$ cat src/rtl/memory_monitor_hyst.sv
// Pile-up occupancy monitor for one OFC event-memory bank: counts accepted-but-unread
// events and drives back-pressure with stop/resume hysteresis. Define PILEUP_STATS_EN for peak/stop statistics.
module memory_monitor_hyst #(
  parameter int CNT_W         = 6,
  parameter int MAX_NEVENT    = 46,
  parameter int RESUME_NEVENT = 40
) (
  input  logic             clk,
  input  logic             rst,
  input  logic             live_rising,
  input  logic             trig_accepted,
  input  logic             read_complete,
  output logic [CNT_W-1:0] n_pileup,
  output logic             stop,
  output logic             read_overflow,
  output logic             trig_overflow,
  output logic             running
`ifdef PILEUP_STATS_EN
  ,
  output logic [CNT_W-1:0] peak_pileup,
  output logic [15:0]      n_stop_cycles
`endif
);

  typedef enum logic [1:0] {
    IDLE = 2'd0,
    RUN  = 2'd1,
    HOLD = 2'd2
  } state_t;

  localparam logic [CNT_W-1:0] CNT_FULL   = '1;
  localparam logic [CNT_W-1:0] MAX_CNT    = CNT_W'(MAX_NEVENT);
  localparam logic [CNT_W-1:0] RESUME_CNT = CNT_W'(RESUME_NEVENT);

  state_t           state, state_n;
  logic [CNT_W-1:0] cnt_n;
  logic             rovf_n, tovf_n;

  // NOTE: every signal gets a default before any branch so no path leaves it unassigned (no latches).
  always_comb begin
    state_n = state;
    cnt_n   = n_pileup;
    rovf_n  = read_overflow;
    tovf_n  = trig_overflow;
    if (live_rising) begin
      state_n = RUN;
      cnt_n   = '0;
      rovf_n  = 1'b0;
      tovf_n  = 1'b0;
    end else if (state != IDLE) begin
      // A trigger and a readout in the same cycle cancel, even at the counter limits.
      case ({trig_accepted, read_complete})
        2'b10: begin
          if (n_pileup == CNT_FULL) tovf_n = 1'b1;
          else                      cnt_n  = n_pileup + CNT_W'(1);
        end
        2'b01: begin
          if (n_pileup == '0) rovf_n = 1'b1;
          else                cnt_n  = n_pileup - CNT_W'(1);
        end
        default: ;
      endcase
      if (state == RUN && cnt_n >= MAX_CNT)
        state_n = HOLD;
      else if (state == HOLD && cnt_n <= RESUME_CNT)
        state_n = RUN;
    end
  end

  // NOTE: sequential state uses non-blocking assignments so every register samples pre-edge values.
  always_ff @(posedge clk or posedge rst) begin
    if (rst) begin
      state         <= IDLE;
      n_pileup      <= '0;
      stop          <= 1'b0;
      read_overflow <= 1'b0;
      trig_overflow <= 1'b0;
    end else begin
      state         <= state_n;
      n_pileup      <= cnt_n;
      stop          <= (state_n == HOLD);
      read_overflow <= rovf_n;
      trig_overflow <= tovf_n;
    end
  end

  assign running = (state != IDLE);

`ifdef PILEUP_STATS_EN
  // Statistics follow the live period: cleared by live_rising, peak tracks the new count.
  always_ff @(posedge clk or posedge rst) begin
    if (rst) begin
      peak_pileup   <= '0;
      n_stop_cycles <= '0;
    end else if (live_rising) begin
      peak_pileup   <= '0;
      n_stop_cycles <= '0;
    end else begin
      if (cnt_n > peak_pileup) peak_pileup <= cnt_n;
      if (stop && n_stop_cycles != 16'hFFFF) n_stop_cycles <= n_stop_cycles + 16'd1;
    end
  end
`endif

endmodule
$ cat config.mk
export PLATFORM = sky130hd
export DESIGN_NAME = memory_monitor_hyst
export DESIGN_NICKNAME = d
export VERILOG_FILES = /design/src/rtl/memory_monitor_hyst.sv
export SDC_FILE = /design/constraint.sdc
export NUM_CORES = 1
export LEC_CHECK = 0
export CAP_MARGIN = 20
export CORE_MARGIN = 5
export CORE_UTILIZATION = 60
export DETAILED_ROUTE_END_ITERATION = 10
export DONT_BUFFER_PORTS = 1
export GPL_ROUTABILITY_DRIVEN = 0
export PLACE_DENSITY = 0.78
export SYNTH_ARGS = -nofsm -noshare
export SYNTH_HDL_FRONTEND = slang
export SYNTH_SLANG_ARGS = --single-unit
$ cat constraint.sdc
create_clock -name clk -period 2.5 [get_ports clk]
set_input_delay 0.25 -clock clk [delete_from_list [all_inputs] [get_ports clk]]
set_output_delay 0.25 -clock clk [all_outputs]
set_load 0.1 [all_outputs]
==> tab_implementation.tex <==
\begin{tabular}{lr}
\hline
Metric & Value \\
\hline
\multicolumn{2}{l}{\textbf{Finish}} \\
Antenna diode count & 0 \\
Number of nets in the layout & 142 \\
Combined flip-flop and latch cell area & 288 um\^{}2 \\
Layout Area Growth over Synthesis & 9.24\% \\
Ratio of cells with drive above 1 in the final layout & 0.237 \\
Fill count & 117 \\
Area of combinational cells with multiple inputs & 656 um\^{}2 \\
Post-layout instance area & 1110 um\^{}2 \\
\multicolumn{2}{l}{\textbf{Clock tree}} \\
CTS tree & done \\
Clock buffer count from CTS & 3 \\
Clk\_lat worst skew & 260 ps \\
Root buffer selected by CTS & clkbuf\_4 \\
Bufs on Longest Clock Path & 2 \\
Clk pin slew, worst setup/hold paths & 70 ps \\
Clock sink total & 11 \\
Post-CTS setup buffer count & 0 \\
Max H-tree Level & 1 \\
\multicolumn{2}{l}{\textbf{Min path}} \\
Hold worst-path end & n\_pileup[2] \\
Launch point of the worst hold path & live\_rising \\
Number of cells traversed by the worst hold path & 1 \\
Worst hold path type & in2reg \\
\multicolumn{2}{l}{\textbf{STA}} \\
Final-report hold violation count & 0 \\
Transition at the pin with the smallest max-transition slack & 911 ps \\
RSZ-0062 raised after global routing & no \\
Skew final & 1.52 ps \\
Final sum of negative setup slack & 0 ps \\
Time the final worst path needs with I/O delays and setup & 2320 ps \\
Worst slew margin relative to its limit & 0.393 \\
Final worst setup slack & 178 ps \\
Post-route fraction of the period consumed by the critical path & 0.929 \\
Final Setup Violations & 0 \\
Max Transition Viols Final & 0 \\
Achievable Freq & 0.431 GHz \\
\multicolumn{2}{l}{\textbf{Critical path}} \\
Stages on the worst setup path & 9 \\
Worst Path Class, Setup & reg2reg \\
Flop-to-flop setup slack & 180 ps \\
Cell chain of the critical path & inv\_1, ha\_2, nand2b\_2, nor2b\_4, mux2\_1, a222oi\_1, a31oi\_1, o21ai\_1, o311ai\_1 \\
Critical register-to-register path endpoint & state[1] \\
Max stage delay on crit path & 520 ps \\
Worst Path Buf+Inv & 1 \\
Cell with the biggest individual delay on the critical path & dfrtp\_4 \\
Launch instance of the worst register-to-register path & n\_pileup[1] \\
Largest driver fanout on the critical path & 8 \\
Cell family with the largest share of critical-path delay & compound AO/OA/AOI/OAI gates \\
Kind of end point of the critical path & flip-flop \\
Length in cells of the worst reg-to-reg path & 9 \\
Data arrival at the endpoint of the critical path & 2460 ps \\
Worst Path Required & 2640 ps \\
Setup crit start kind & flip-flop \\
\multicolumn{2}{l}{\textbf{Logic synthesis}} \\
Top cells by area, synth & dfrtp\_1 (27\%), nor2\_1 (6.3\%), ha\_1 (6.2\%), inv\_1 (3.7\%), nand2\_1 (3.3\%) \\
Post-synthesis sequential element count & 11 \\
Cell count after synthesis & 127 \\
Leading register cell type out of synthesis & dfrtp\_1 \\
Count of flip-flops with a built-in enable after synthesis & 0 \\
Post-synth net total & 137 \\
Fraction of synthesized cell area taken by the top area cell type & 0.271 \\
Cell taking the most area after synthesis & dfrtp\_1 \\
Portion of the post-synthesis area used by sequential elements & 0.271 \\
Yosys cell types & 44 \\
Count of synthesis-stage warnings from yosys & 0 \\
Per-instance average area after synthesis & 8.00 um\^{}2 \\
Async set-or-reset flop fraction in the synthesized netlist & 1.00 \\
Cell area after synthesis & 1020 um\^{}2 \\
\multicolumn{2}{l}{\textbf{Drt}} \\
Wire length per cell after detailed routing & 16.8 um \\
DRC violation total after the first TritonRoute iteration & 27 \\
Number of vias in the routed layout & 990 \\
Remaining number of nets flagged by the antenna check after routing & 0 \\
Post-Route WL & 2470 um \\
Average via count per standard cell & 6.73 \\
Number of optimization iterations in the first detailed-route pass & 4 \\
Number of remaining DRC errors & 0 \\
\multicolumn{2}{l}{\textbf{Placement}} \\
Count of port buffers added during placement & 0 \\
Post-Place Setup Slack & 154 ps \\
Cell area after placement & 1070 um\^{}2 \\
DPL Wire Length & 1860 um \\
\multicolumn{2}{l}{\textbf{Outcome}} \\
Run status & finished, final reports clean \\
\multicolumn{2}{l}{\textbf{Global route}} \\
Total routing resource utilization after global routing & 0.205 \\
Via count of the first global-routing pass & 925 \\
Grt ovf & 0 \\
Maximum number of pins on one net before global-route repair & 13 \\
Number of antenna violations at the first check in global routing & 0 \\
Global-route wire length before repair & 4200 um \\
\multicolumn{2}{l}{\textbf{Floorplanning}} \\
Core footprint & 1560 um\^{}2 \\
Die extent in y & 51.2 um \\
Area of the die & 2620 um\^{}2 \\
X dimension of the die & 51.2 um \\
Starting density of the core & 0.652 \\
Count of pins on the block boundary & 15 \\
Rows & 14 \\
\multicolumn{2}{l}{\textbf{Pwr}} \\
Leakage dissipation & 0.455 nW \\
Total chip power & 0.447 mW \\
Maximum vdd drop & 443 uV \\
Total power divided by cell area & 403 nW/um\^{}2 \\
\multicolumn{2}{l}{\textbf{Run}} \\
Max Cap Violations & 0 \\
\hline
\end{tabular}
[report_power, final]
group	switching, mW	internal, mW	total (mW)
registers	0.0208	0.184	0.204
logic	0.0792	0.0456	0.125
clock network	0.0584	0.0591	0.118
total	0.158	0.288	0.447
[layout make-up]
class	count	share of cell area
clock buffer	3	0.0203
timing repair buffer	10	0.0699
inverter	11	0.0372
clock inverter	1	0.00451
multi-input combinational	95	0.591
sequential	11	0.259
tap	16	0.0180
[cells by family (layout without fill, tap and decap cells)]
family,count (synthesis),after routing,synth area share
buf+inv,21,25,0.0887
compound gates,33,33,0.245
flops,11,11,0.271
mux,5,5,0.0517
fa+ha+maj,5,5,0.0616
simple gates,52,52,0.282
[worst reg2reg max path, stage by stage, from the launching register on]
cell and delay [ps]:
dfrtp_4 520, inv_1 110, ha_2 200, nand2b_2 110, nor2b_4 150, mux2_1 330, a222oi_1 300, a31oi_1 200
o21ai_1 160, o311ai_1 110
[sequential cells by signal, indices dropped and copies added, names as in the netlist]
name	cells
trig_overflow	1
stop	1
read_overflow	1
state	2
n_pileup	6
[through the flow]
stage,instances,hold slack [ps],util
CTS,147,31.6,0.709
floorplan,127,102,-
finish,147,36.5,0.712
global route,147,16.3,0.712
global placement,142,145,0.685
detailed placement,142,151,0.685
[worst max-delay path by stage]
stage                startpoint  slack (ps)  endpoint
finish              n_pileup[1]         180  state[1]
CTS                 n_pileup[0]         130  state[1]
detailed placement  n_pileup[0]         150  state[1]
global route        n_pileup[1]          10  state[1]
global placement    n_pileup[0]         210  state[1]
floorplan           n_pileup[1]           5  state[1]
[Yosys cell counts, types with 2 or more instances]
cell type / instances
a211oi_1: 4
a21oi_1: 5
a31oi_1: 4
buf_2: 3
buf_4: 2
clkbuf_1: 5
dfrtp_1: 11
ha_1: 5
inv_1: 10
mux2i_1: 3
nand2_1: 9
nand2b_1: 2
nand2b_2: 2
nand3_1: 5
nand3b_1: 2
nor2_1: 17
nor2b_1: 2
nor3_1: 5
o21ai_0: 5
o311ai_1: 2
[cell usage in the layout, fill, tap and decap left out, types with 5 or more instances in the layout]
master / instances
a21oi_1: 5
buf_4: 9
dfrtp_1: 5
inv_1: 10
nand2_1: 9
nand3_1: 5
nor2_1: 16
nor3_1: 5
[per-layer routing]
layer,wire length [um],vias up,global-route usage
li1,-,467,-
met1,1110,476,0.277
met2,1130,47,0.326
met3,221,0,0.0610
met4,0,0,0.0359
met5,0,-,0
[repair_timing]
| item | CTS | global route |
|---|---|---|
| endpoints found under the setup margin | 0 | 3 |
| hold buffers | 1 | 0 |
| endpoints found under the hold margin | 11 | 0 |
| gates resized for setup | 0 | 3 |
Note: power is estimated with default switching activity, not from simulation.
